`config.mk`:
```
export PLATFORM = sky130hd
export DESIGN_NAME = uart_tx_fifo_param
export DESIGN_NICKNAME = d
export VERILOG_FILES = /design/src/rtl/uart_tx_fifo_param.sv
export SDC_FILE = /design/constraint.sdc
export NUM_CORES = 1
export LEC_CHECK = 0
export ABC_AREA = 1
export CAP_MARGIN = 0
export CORE_MARGIN = 5
export CORE_UTILIZATION = 60
export CTS_CLUSTER_DIAMETER = 40
export DETAILED_ROUTE_END_ITERATION = 8
export GPL_TIMING_DRIVEN = 0
export PLACE_DENSITY_LB_ADDON = 0.08
export SYNTH_ARGS = -nofsm -noshare
export SYNTH_HDL_FRONTEND = slang
export SYNTH_SLANG_ARGS = --single-unit
```
`constraint.sdc`:
```
create_clock -name clk -period 3.1 [get_ports clk]
set_input_delay 0.31 -clock clk [delete_from_list [all_inputs] [get_ports clk]]
set_output_delay 0.31 -clock clk [all_outputs]
set_load 0.03 [all_outputs]
```
`src/rtl/uart_tx_fifo_param.sv`:
```
// Parametrised UART transmitter with an internal TX FIFO and a ready/valid input.
// Frame: start, DATA_BITS (LSB first), optional parity, STOP_BITS stop bits; each bit lasts DIV clocks.
//   state    | meaning
//   S_IDLE   | line high, waiting for a word in the FIFO
//   S_START  | start bit (low)
//   S_DATA   | payload bits, LSB first
//   S_PARITY | parity bit (only when PARITY != 0)
//   S_STOP   | stop bit(s), high for STOP_BITS*DIV cycles
module uart_tx_fifo_param #(
  parameter int CLK_FREQ   = 100_000_000,
  parameter int BAUD       = 4_000_000,
  parameter int DATA_BITS  = 8,
  parameter int PARITY     = 0,
  parameter int STOP_BITS  = 1,
  parameter int FIFO_DEPTH = 16
) (
  input  logic                          clk,
  input  logic                          rst,
  input  logic [DATA_BITS-1:0]          tx_data,
  input  logic                          tx_valid,
  output logic                          tx_ready,
  output logic                          tx_out,
  output logic                          tx_busy,
  output logic                          tx_done_signal,
  output logic [$clog2(FIFO_DEPTH):0]   fifo_level
);

  localparam int DIV      = CLK_FREQ / BAUD;
  localparam int STOP_LEN = STOP_BITS * DIV;
  localparam int CW       = (STOP_LEN > 1) ? $clog2(STOP_LEN) : 1;
  localparam int IW       = $clog2(DATA_BITS);
  localparam int AW       = $clog2(FIFO_DEPTH);
  localparam int LW       = AW + 1;

  localparam logic [CW-1:0] BIT_LAST  = CW'(DIV - 1);
  localparam logic [CW-1:0] STOP_LAST = CW'(STOP_LEN - 1);
  localparam logic [IW-1:0] IDX_LAST  = IW'(DATA_BITS - 1);
  localparam logic [LW-1:0] LVL_FULL  = LW'(FIFO_DEPTH);

  if (DIV < 2) begin : g_bad_div
    $error("uart_tx_fifo_param: CLK_FREQ/BAUD must be at least 2");
  end
  if (DATA_BITS < 5 || DATA_BITS > 9) begin : g_bad_data_bits
    $error("uart_tx_fifo_param: DATA_BITS must be 5..9");
  end
  if (PARITY < 0 || PARITY > 2) begin : g_bad_parity
    $error("uart_tx_fifo_param: PARITY must be 0, 1 or 2");
  end
  if (STOP_BITS != 1 && STOP_BITS != 2) begin : g_bad_stop
    $error("uart_tx_fifo_param: STOP_BITS must be 1 or 2");
  end
  if (FIFO_DEPTH < 2 || (FIFO_DEPTH & (FIFO_DEPTH - 1)) != 0) begin : g_bad_depth
    $error("uart_tx_fifo_param: FIFO_DEPTH must be a power of two >= 2");
  end

  typedef enum logic [2:0] {
    S_IDLE,
    S_START,
    S_DATA,
    S_PARITY,
    S_STOP
  } state_t;

  logic [DATA_BITS-1:0] r_mem [FIFO_DEPTH];
  logic [AW-1:0]        r_wptr;
  logic [AW-1:0]        r_rptr;
  logic [LW-1:0]        r_level;

  state_t               r_state;
  logic [CW-1:0]        r_baud;
  logic [IW-1:0]        r_idx;
  logic [DATA_BITS-1:0] r_shift;
  logic                 r_parity;
  logic                 r_tx_out;

  state_t               w_state_nxt;
  logic [CW-1:0]        w_baud_nxt;
  logic [IW-1:0]        w_idx_nxt;
  logic [DATA_BITS-1:0] w_shift_nxt;
  logic                 w_par_nxt;
  logic                 w_tx_nxt;

  logic                 w_push;
  logic                 w_pop;
  logic                 w_empty;
  logic                 w_bit_end;
  logic                 w_stop_end;
  logic [DATA_BITS-1:0] w_head;
  logic                 w_head_par;

  assign tx_ready       = (r_level != LVL_FULL);
  assign fifo_level     = r_level;
  assign tx_out         = r_tx_out;
  assign tx_busy        = (r_state != S_IDLE);
  assign w_empty        = (r_level == '0);
  assign w_push         = tx_valid && tx_ready;
  assign w_head         = r_mem[r_rptr];
  assign w_head_par     = (PARITY == 1) ? ~(^w_head) : (^w_head);
  assign w_bit_end      = (r_baud == BIT_LAST);
  assign w_stop_end     = (r_baud == STOP_LAST);
  assign tx_done_signal = (r_state == S_STOP) && w_stop_end;

  // Storage is not reset: entries are only read once r_level says they were written.
  always_ff @(posedge clk) begin
    if (w_push) begin
      r_mem[r_wptr] <= tx_data;
    end
  end

  always_ff @(posedge clk or negedge rst) begin
    if (!rst) begin
      r_wptr  <= '0;
      r_rptr  <= '0;
      r_level <= '0;
    end else begin
      if (w_push) begin
        r_wptr <= r_wptr + AW'(1);
      end
      if (w_pop) begin
        r_rptr <= r_rptr + AW'(1);
      end
      if (w_push && !w_pop) begin
        r_level <= r_level + LW'(1);
      end else if (!w_push && w_pop) begin
        r_level <= r_level - LW'(1);
      end
    end
  end

  always_ff @(posedge clk or negedge rst) begin
    if (!rst) begin
      r_state  <= S_IDLE;
      r_baud   <= '0;
      r_idx    <= '0;
      r_shift  <= '0;
      r_parity <= 1'b0;
      r_tx_out <= 1'b1;
    end else begin
      r_state  <= w_state_nxt;
      r_baud   <= w_baud_nxt;
      r_idx    <= w_idx_nxt;
      r_shift  <= w_shift_nxt;
      r_parity <= w_par_nxt;
      r_tx_out <= w_tx_nxt;
    end
  end

  // tx_out is registered, so each branch drives the level for the state being entered.
  always_comb begin
    w_state_nxt = r_state;
    w_baud_nxt  = r_baud + CW'(1);
    w_idx_nxt   = r_idx;
    w_shift_nxt = r_shift;
    w_par_nxt   = r_parity;
    w_tx_nxt    = r_tx_out;
    w_pop       = 1'b0;

    case (r_state)
      S_IDLE: begin
        w_baud_nxt = '0;
        w_tx_nxt   = 1'b1;
        w_pop      = !w_empty;
      end
      S_START: begin
        if (w_bit_end) begin
          w_state_nxt = S_DATA;
          w_baud_nxt  = '0;
          w_idx_nxt   = '0;
          w_tx_nxt    = r_shift[0];
        end
      end
      S_DATA: begin
        if (w_bit_end) begin
          w_baud_nxt = '0;
          if (r_idx == IDX_LAST) begin
            if (PARITY != 0) begin
              w_state_nxt = S_PARITY;
              w_tx_nxt    = r_parity;
            end else begin
              w_state_nxt = S_STOP;
              w_tx_nxt    = 1'b1;
            end
          end else begin
            w_shift_nxt = r_shift >> 1;
            w_idx_nxt   = r_idx + IW'(1);
            w_tx_nxt    = r_shift[1];
          end
        end
      end
      S_PARITY: begin
        if (w_bit_end) begin
          w_state_nxt = S_STOP;
          w_baud_nxt  = '0;
          w_tx_nxt    = 1'b1;
        end
      end
      S_STOP: begin
        if (w_stop_end) begin
          w_baud_nxt = '0;
          w_pop      = !w_empty;
          if (w_empty) begin
            w_state_nxt = S_IDLE;
            w_tx_nxt    = 1'b1;
          end
        end
      end
      default: begin
        w_state_nxt = S_IDLE;
        w_baud_nxt  = '0;
        w_tx_nxt    = 1'b1;
      end
    endcase

    // Popping always starts a new frame, whether from IDLE or straight out of STOP.
    if (w_pop) begin
      w_state_nxt = S_START;
      w_baud_nxt  = '0;
      w_shift_nxt = w_head;
      w_par_nxt   = w_head_par;
      w_tx_nxt    = 1'b0;
    end
  end

endmodule

```
==> results of run 1 <==
==> cells in the mapped netlist, types with 2 or more instances <==
| master | n | area share |
|---|---|---|
| nand2_2 | 3 | 0.0026 |
| nand3_2 | 2 | 0.0028 |
| o211ai_1 | 2 | 0.0021 |
| a21oi_1 | 6 | 0.0042 |
| nand3_1 | 100 | 0.069 |
| clkinv_1 | 4 | 0.0021 |
| ha_1 | 13 | 0.023 |
| nor2_2 | 3 | 0.0026 |
| clkbuf_1 | 8 | 0.0042 |
| o21ai_1 | 2 | 0.0014 |
| xor2_1 | 8 | 0.0097 |
| nand4_1 | 3 | 0.0026 |
| inv_1 | 85 | 0.044 |
| buf_2 | 17 | 0.012 |
| dfrtp_1 | 32 | 0.11 |
| edfxtp_1 | 128 | 0.53 |
| nor2_1 | 24 | 0.012 |
| o21ai_0 | 16 | 0.011 |
| nand2_1 | 242 | 0.13 |
==> stage by stage <==
stage | hold WS [ps] | setup WS [ps] | util | area [um2] | power (W)
2_1_floorplan | 14.41 | 322.7 | - | 7217 | 0.003147
3_3_place_gp | 457.3 | 342.5 | 0.6373 | 7591 | 0.003388
3_5_place_dp | 425.3 | 285.1 | 0.6369 | 7586 | 0.003426
4_1_cts | 484.1 | 234.9 | 0.6848 | 8157 | 0.005374
5_1_grt | 500.0 | 89.64 | 0.6855 | 8165 | 0.005574
6_report | 482.3 | 352.6 | 0.6855 | 8165 | 0.005355
==> cell type report <==
| class | count | area, um2 | area share |
|---|---|---|---|
| inverters | 91 | 344.1 | 0.04214 |
| well taps | 147 | 183.9 | 0.02253 |
| multi-input cells | 437 | 2085 | 0.2553 |
| flip-flops and latches | 161 | 4671 | 0.5720 |
| plain buffers | 26 | 126.4 | 0.01548 |
| clock inverters | 15 | 135.1 | 0.01655 |
| repair buffers | 20 | 195.2 | 0.02390 |
| clock buffers | 17 | 425.4 | 0.05210 |
==> worst max-delay path, stage by stage, from the launching register on <==
cell	delay [ps]
dfrtp_1	450
nor2_1	160
nand4_1	290
o211ai_4	290
ha_1	220
inv_1	120
fa_1	440
a21oi_1	160
o21bai_1	110
a21oi_1	170
o21ai_0	100
nand2_1	70
nand2_1	50
==> layer usage <==
metal	up-vias	share of wire	track usage
li1	2423	-	-
met1	2370	0.43	0.3138
met2	172	0.49	0.3828
met3	28	0.060	0.05891
met4	0	0.022	0.08375
met5	-	0	0
==> timing repair <==
| action | CTS | global route |
|---|---|---|
| hold buffers | 1 | 0 |
| setup buffers | 0 | 0 |
| endpoints found under the setup margin | 0 | 1 |
| resized for setup | 0 | 1 |
| hold endpoints to repair | 32 | 0 |
==> flip-flops by register name, indices dropped and copies added (netlist names) <==
signal	cells
r_wptr	4
r_state	3
r_shift	8
fifo_level	5
r_rptr	4
r_idx	3
tx_out	1
r_baud	5
r_mem	128
==> layout by cell type, fill, tap and decap left out, types with 3 or more instances in the layout <==
cell type	n
edfxtp_1	128
ha_1	13
clkdlybuf4s50_1	18
clkbuf_16	17
inv_1	85
xor2_1	8
a21oi_1	6
nor2_2	3
clkbuf_1	8
clkinv_1	6
nand2_1	242
nor2_1	24
nand3_1	100
o21ai_0	16
buf_2	18
inv_6	3
nand2_2	3
clkinvlp_4	5
dfrtp_1	32
nand4_1	3
==> power by group <==
part	internal (W)	total, W	switching, W
registers	0.00257	0.00268	0.000105
logic	0.000224	0.000712	0.000488
clock network	0.00111	0.00197	0.000858
==> worst paths after layout <==
| path | from | to | slack [ps] |
|---|---|---|---|
| hold / removal | r_shift[7]$_DFFE_PN0P_ | r_shift[7]$_DFFE_PN0P_ | 480 |
| setup reg to reg | fifo_level[1]$_DFFE_PN0P_ | fifo_level[4]$_DFFE_PN0P_ | 350 |
| hold reg to reg | r_shift[7]$_DFFE_PN0P_ | r_shift[7]$_DFFE_PN0P_ | 480 |
| max in group asynchronous | rst | r_shift[4]$_DFFE_PN0P_ | 2140 |
| min in group asynchronous | rst | r_state[2]$_DFFE_PN0P_ | 490 |
| setup / recovery | fifo_level[1]$_DFFE_PN0P_ | fifo_level[4]$_DFFE_PN0P_ | 350 |
==> cells by family after synthesis <==
group	Yosys count	synth area share
AND/OR/NAND/NOR	381	0.2235
flip-flops	161	0.6472
buffers and inverters	117	0.06519
AO/OA/AOI/OAI	33	0.02791
adder cells (fa/ha/maj)	14	0.02531
XOR/XNOR	9	0.01092
==> impl_metrics.toml, run 1 <==
[flow_run]
drv_cap = 0

[cts]
clockBufferDepth = 2
numCtsBuffers = 17
htree_levels = 4
cts.sinks = 161
cts_tree = "done"
cts_root_buf = "clkbuf_16"
clk_latency_ps = 430
clkTransAtPathRegs_ps = 60

[timing]
setup_viol = 0
fmax_mhz = 364.0
slew_viol_final = 0
fin_crit_ps = 2747
skew_ps = 6.725
hold_viol = 0
tightestPinTransition_ps = 1030
min_period_over_period = 0.8863
finalSetupTns_ps = 0
rsz0062_at_grt = "false"
slew_headroom = 0.3109

[global_route]
track_usage = 0.2365
overflow = 0
grt_max_degree = 34
grt_antenna_before_repair = 0
grt_pass1_vias = 4752
grt_pass1_wl_um = 25140

[outcome]
status = "finished clean"

[cells_and_area]
drive_gt1_frac = 0.08475
area_growth_pct = 13.14
n_antenna_cell = 0
final_nets = 779
final_cells = 914
n_fill_cell = 882

[min_path]
hold_depth = 2
hold_path.class = "reg2reg"

[worst_setup_path]
criticalPathCategory = "reg2reg"
reg2reg_depth = 12
arrival_ps = 3060
end_kind = "flip-flop"
path_max_fanout = 10
crit_required_ps = 3410
start_kind = "flip-flop"

[placement]
placed_cells = 881
port_buffers = 19
gp_congestion = 0.8483
dpl.hpwl_um = 10780

[power_and_ir_drop]
leakage_nw = 3.502
ir_drop_mv = 0.4527
cellPowerDensity_nw_per_um2 = 655.9

[synth]
synthesis.area_um2 = 7217
synth_cell_types = 36
syn-num-nets = 740
syn_avg_cell_area_um2 = 10.09
ys.flop_type = "edfxtp_1"
ys_async_sr_fraction = 0.2050
synthesis.yosys.warnings = 0
ys_ff_latch = 161
synthCells = 715
synth_edf_count = 128
ys_seq_area_frac = 0.6472

[floorplanning]
die_h_um = 119.7
initial_core_util = 0.6059
die_w_um = 119.7
io_pins = 20
num_rows = 40
coreArea_um2 = 11910
die_area_um2 = 14320

[routing]
via_per_inst = 5.463
vias = 4993
post_drt_wl_per_cell_um = 17.61
drt_first_pass_iters = 5
totalWireLength_um = 16100
ant_nets = 0
post-route-drc-count = 0
drtIter0Drc = 426
(Power assumes the default switching activity.)
==> run 2: changes to the inputs <==
RECOVER_POWER = 50   (was not set)
==> impl_metrics.toml, run 2 (synthesis results as in run 1) <==
[cts]
cts.sinks = 161
clk_latency_ps = 420
htree_levels = 4
cts_root_buf = "clkbuf_16"
cts_tree = "done"
clockBufferDepth = 2
clkTransAtPathRegs_ps = 60
numCtsBuffers = 17

[timing]
slew_headroom = -0.2049
fmax_mhz = 369.1
skew_ps = 7.857
setup_viol = 0
slew_viol_final = 34
min_period_over_period = 0.8739
tightestPinTransition_ps = 1807
finalSetupTns_ps = 0
rsz0062_at_grt = "false"
hold_viol = 0
fin_crit_ps = 2709

[routing]
drtIter0Drc = 444
drt_first_pass_iters = 5
totalWireLength_um = 16160
ant_nets = 0
via_per_inst = 5.519
post_drt_wl_per_cell_um = 17.68
vias = 5044
post-route-drc-count = 0

[global_route]
grt_pass1_wl_um = 25140
track_usage = 0.2365
grt_max_degree = 34
grt_antenna_before_repair = 0
overflow = 0
grt_pass1_vias = 4752

[worst_setup_path]
arrival_ps = 3020
end_kind = "flip-flop"
crit_required_ps = 3410
criticalPathCategory = "reg2reg"
path_max_fanout = 10
start_kind = "flip-flop"

[cells_and_area]
area_growth_pct = 13.05
final_common_cell = "nand2_1"
n_antenna_cell = 0
largest_reg_flops = 128
design_area_um2 = 8159
final_nets = 779
most-common-layout-cells = "nand2_1 (243), edfxtp_1 (128), nand3_1 (100)"
largest_register = "r_mem"
drive_gt1_frac = 0.08083
reg_top3 = "r_mem: 128 flops, r_shift: 8 flops"

[power_and_ir_drop]
power_frac_seq = 0.500
switchingPower_w = 0.001452
p_clk_frac = 0.367
pwr-share-comb = 0.133
p_int_w = 0.003901
ir_drop_mv = 0.4517
switching_share = 0.2713
cellPowerDensity_nw_per_um2 = 656.1
leakage_nw = 3.503

[flow_run]
drv_cap = 1

[placement]
dpl.hpwl_um = 10780
gp_congestion = 0.8483
placed_cell_area_um2 = 7586
port_buffers = 19

[outcome]
violations = "capacitance limit, slew limit"
status = "complete, but fails checks"

[floorplanning]
die_w_um = 119.7
initial_core_util = 0.6059
coreArea_um2 = 11910
num_rows = 40
io_pins = 20
die_area_um2 = 14320
die_h_um = 119.7

[min_path]
hold_path.class = "reg2reg"
[run 2: cell count changes in the layout (fill, tap and decap cells not counted), sizes merged]
cell           change
dlygate4sd3        +8
clkdlybuf4s50      -8
buf                -1
clkbuf             +1
[run 2: area by class of cell]
type	instances	area (um2)
buffer	26	126.4
clock buffer	17	425.4
clock inverter	15	135.1
fill	882	3752
inverter	91	344.1
multi-input combinational	437	2079
sequential	161	4671
tap	147	183.9
timing repair buffer	20	193.9
[run 2: worst max-delay path, stage by stage (launching register included)]
cell      delay (ps)
dfrtp_1          360
inv_1             70
ha_1             200
nand2_2          120
nor2_8            70
o211ai_4         330
ha_1             220
inv_1            120
fa_1             440
a21oi_1          160
o21bai_1         110
a21oi_1          170
o21ai_0          100
nand2_1           70
nand2_1           50
[run 2: final timing paths]
kind | startpoint | slack, ps | cells past startpoint | end
setup reg to reg | r_baud[0]$_DFF_PN0_ | 390 | 14 | fifo_level[4]$_DFFE_PN0P_
setup / recovery | r_baud[0]$_DFF_PN0_ | 390 | 14 | fifo_level[4]$_DFFE_PN0P_
max in group asynchronous | rst | 1150 | 2 | r_baud[4]$_DFF_PN0_
hold / removal | r_shift[7]$_DFFE_PN0P_ | 480 | 2 | r_shift[7]$_DFFE_PN0P_
hold reg to reg | r_shift[7]$_DFFE_PN0P_ | 480 | 2 | r_shift[7]$_DFFE_PN0P_
min in group asynchronous | rst | 910 | 2 | r_state[2]$_DFFE_PN0P_
[run 2: power by group through the flow]
stage          logic [W]  registers, W  clock network (W)
5_1_grt         0.000791       0.00269            0.00209
2_1_floorplan   0.000392       0.00276                  0
3_3_place_gp    0.000678       0.00271                  0
6_report        0.000712       0.00268            0.00196
3_5_place_dp    0.000705       0.00272                  0
4_1_cts         0.000716       0.00268            0.00198
[run 2: timing repair]
action | in CTS | in global routing
setup endpoints to repair | 0 | 1
hold buffers | 1 | 0
buffers inserted | 0 | 0
resized for setup | 0 | 1
hold endpoints to repair | 32 | 0
[run 2: metrics by stage]
| step | total power, W | instances | setup slack [ps] | utilization | hold WS (ps) |
|---|---|---|---|---|---|
| after global routing | 0.005571 | 914 | 89.64 | 0.6850 | 500.0 |
| after detailed placement | 0.003426 | 881 | 285.1 | 0.6369 | 425.3 |
| after global placement | 0.003388 | 881 | 342.5 | 0.6373 | 457.3 |
| after floorplan | 0.003147 | 715 | 322.7 | - | 14.41 |
| after CTS | 0.005374 | 914 | 234.9 | 0.6848 | 484.1 |
| final | 0.005353 | 914 | 391.1 | 0.6850 | 481.8 |
[run 2: routing by layer]
layer,vias up,track usage,share of wire
met1,2406,0.3138,0.42
li1,2430,-,-
met3,25,0.05891,0.067
met2,183,0.3828,0.50
met4,0,0.08375,0.021
met5,-,0,0
==> run 3: changes to the inputs <==
CORE_MARGIN = 2   (was 5)
CTS_CLUSTER_SIZE = 30   (was not set)
==> impl_metrics.toml, run 3 (synthesis results as in run 1) <==
[outcome]
status = "complete, but fails checks"
violations = "capacitance limit, slew limit"

[floorplanning]
die_w_um = 113.7
io_pins = 20
initial_core_util = 0.6084
die_h_um = 113.7
num_rows = 40
coreArea_um2 = 11860
die_area_um2 = 12920

[placement]
gp_congestion = 0.8992
port_buffers = 19
place_ws_ps = 249.1
dpl.hpwl_um = 11160
placed_cell_area_um2 = 7586

[flow_run]
drv_cap = 1

[global_route]
use_met2 = 0.4251
use_met3 = 0.06004
grt_pass1_wl_um = 26140
grt_antenna_before_repair = 0
grt_busiest_layer = "met2"
grt_pass1_vias = 4752
overflow = 0
grt_use_met1 = 0.3969
grt_max_degree = 34
track_usage = 0.2799

[cells_and_area]
design_area_um2 = 8123
final_common_cell = "nand2_1"
reg_top3 = "r_mem: 128 flops, r_shift: 8 flops"
drive_gt1_frac = 0.07953
most-common-layout-cells = "nand2_1 (243), edfxtp_1 (128), nand3_1 (100)"
area_growth_pct = 12.55
n_antenna_cell = 0
n_fill_cell = 932
largest_register = "r_mem"
largest_reg_flops = 128
final_nets = 779

[cts]
clkTransAtPathRegs_ps = 60
numCtsBuffers = 17
clk_latency_ps = 430
cts_root_buf = "clkbuf_16"
htree_levels = 4
cts.sinks = 161
clockBufferDepth = 2
postCtsResizedCells = 0
cts_tree = "done"

[worst_setup_path]
criticalPathCategory = "reg2reg"
path_delay_family = "compound AO/OA/AOI/OAI gates"
path_cells = "inv_1 -> ha_1 -> nand2_2 -> nor2_8 -> o211ai_2 -> ha_1 -> inv_1 -> fa_1 -> a21oi_1 -> o21bai_1 -> a21oi_1 -> o21ai_0 -> nand2_1 -> nand2_1"
worst_path_largest_cell_delay_ps = 450
reg2reg_to = "fifo_level[4]$_DFFE_PN0P_"
critPathCapture = "fifo_level[4]$_DFFE_PN0P_"
start_kind = "flip-flop"
arrival_ps = 3220
crit_required_ps = 3420
startpoint = "r_baud[0]$_DFF_PN0_"
cp.depth = 14
crit_slowest_cell = "o211ai_2"
critPathBufInv = 2
path_max_fanout = 10
reg2reg_depth = 14
worst-r2r-setup-slack_ps = 200
end_kind = "flip-flop"
r2r-start = "r_baud[0]$_DFF_PN0_"

[routing]
drtIter0Drc = 444
drt_first_pass_iters = 6
ant_nets = 0
post_drt_wl_per_cell_um = 18.37
via_per_inst = 5.543
totalWireLength_um = 16790
post-route-drc-count = 0
vias = 5066

[timing]
skew_ps = 6.450
slew_viol_final = 34
fin_crit_ps = 2903
hold_viol = 0
setup_viol = 0
fmax_mhz = 344.5
rsz0062_at_grt = "false"
finalSetupTns_ps = 0
setup_slack_ps = 197.1
min_period_over_period = 0.9364
tightestPinTransition_ps = 1846
slew_headroom = -0.2309

[power_and_ir_drop]
leakage_nw = 3.501
cellPowerDensity_nw_per_um2 = 650.5
ir_drop_mv = 0.5373

[min_path]
hold_path.class = "reg2reg"
hp-start = "tx_out$_DFFE_PN1P_"
-- run 3: changes by cell type in the layout (fill, tap and decap cells not counted), sizes merged --
| cell | before | now |
|---|---|---|
| clkinvlp | 5 | 2 |
| clkinv | 9 | 12 |
| clkbuf | 26 | 29 |
| bufinv | 1 | 0 |
| inv | 91 | 89 |
-- run 3: metrics by stage --
step,cells,utilization,hold slack (ps),total power (W)
floorplan,715,-,14.41,0.003147
global placement,881,0.6400,458.3,0.003384
detailed placement,881,0.6396,430.9,0.003432
CTS,914,0.6853,486.0,0.005291
global route,914,0.6848,504.2,0.005490
finish,914,0.6848,486.9,0.005284
-- run 3: worst min path at each step --
stage / endpoint / slack (ps) / cells after the start
after detailed placement: r_baud[2]$_DFF_PN0_ / 430 / 1
final: tx_out$_DFFE_PN1P_ / 490 / 2
after global routing: r_shift[6]$_DFFE_PN0P_ / 500 / 2
after CTS: r_shift[6]$_DFFE_PN0P_ / 490 / 2
after floorplan: fifo_level[0]$_DFFE_PN0P_ / 10 / 0
after global placement: r_shift[7]$_DFFE_PN0P_ / 460 / 2
-- run 3: cell type report --
class	instances	area (um2)	share of cell area
flip-flops and latches	161	4671	0.5750
multi-input cells	437	2071	0.2549
clock buffers	20	446.7	0.05499
inverters	91	344.1	0.04236
repair buffers	20	193.9	0.02388
well taps	147	183.9	0.02264
plain buffers	26	126.4	0.01556
clock inverters	12	86.33	0.01063
-- run 3: per-layer routing --
| metal | routed length [um] | vias up |
|---|---|---|
| met5 | 0 | - |
| met2 | 7919 | 207 |
| met4 | 452 | 0 |
| met1 | 7181 | 2403 |
| met3 | 1239 | 32 |
| li1 | - | 2424 |
-- run 3: power by group --
part / internal [W] / switching [W] / leakage, nW
clock: 0.00104 / 0.000845 / 0.258
sequential: 0.00257 / 0.000102 / 1.55
combinational: 0.000223 / 0.000498 / 1.70
total: 0.00384 / 0.00145 / 3.50
-- run 3: what timing repair did --
item | in CTS | in global routing
hold buffers | 1 | 0
buffers inserted | 0 | 0
hold endpoints to repair | 32 | 0
-- run 3: worst reg2reg max path, stage by stage (launching register included) --
cell	delay, ps
dfrtp_1	370
inv_1	70
ha_1	200
nand2_2	110
nor2_8	70
o211ai_2	450
ha_1	240
inv_1	120
fa_1	450
a21oi_1	180
o21bai_1	120
a21oi_1	190
o21ai_0	110
nand2_1	70
nand2_1	50
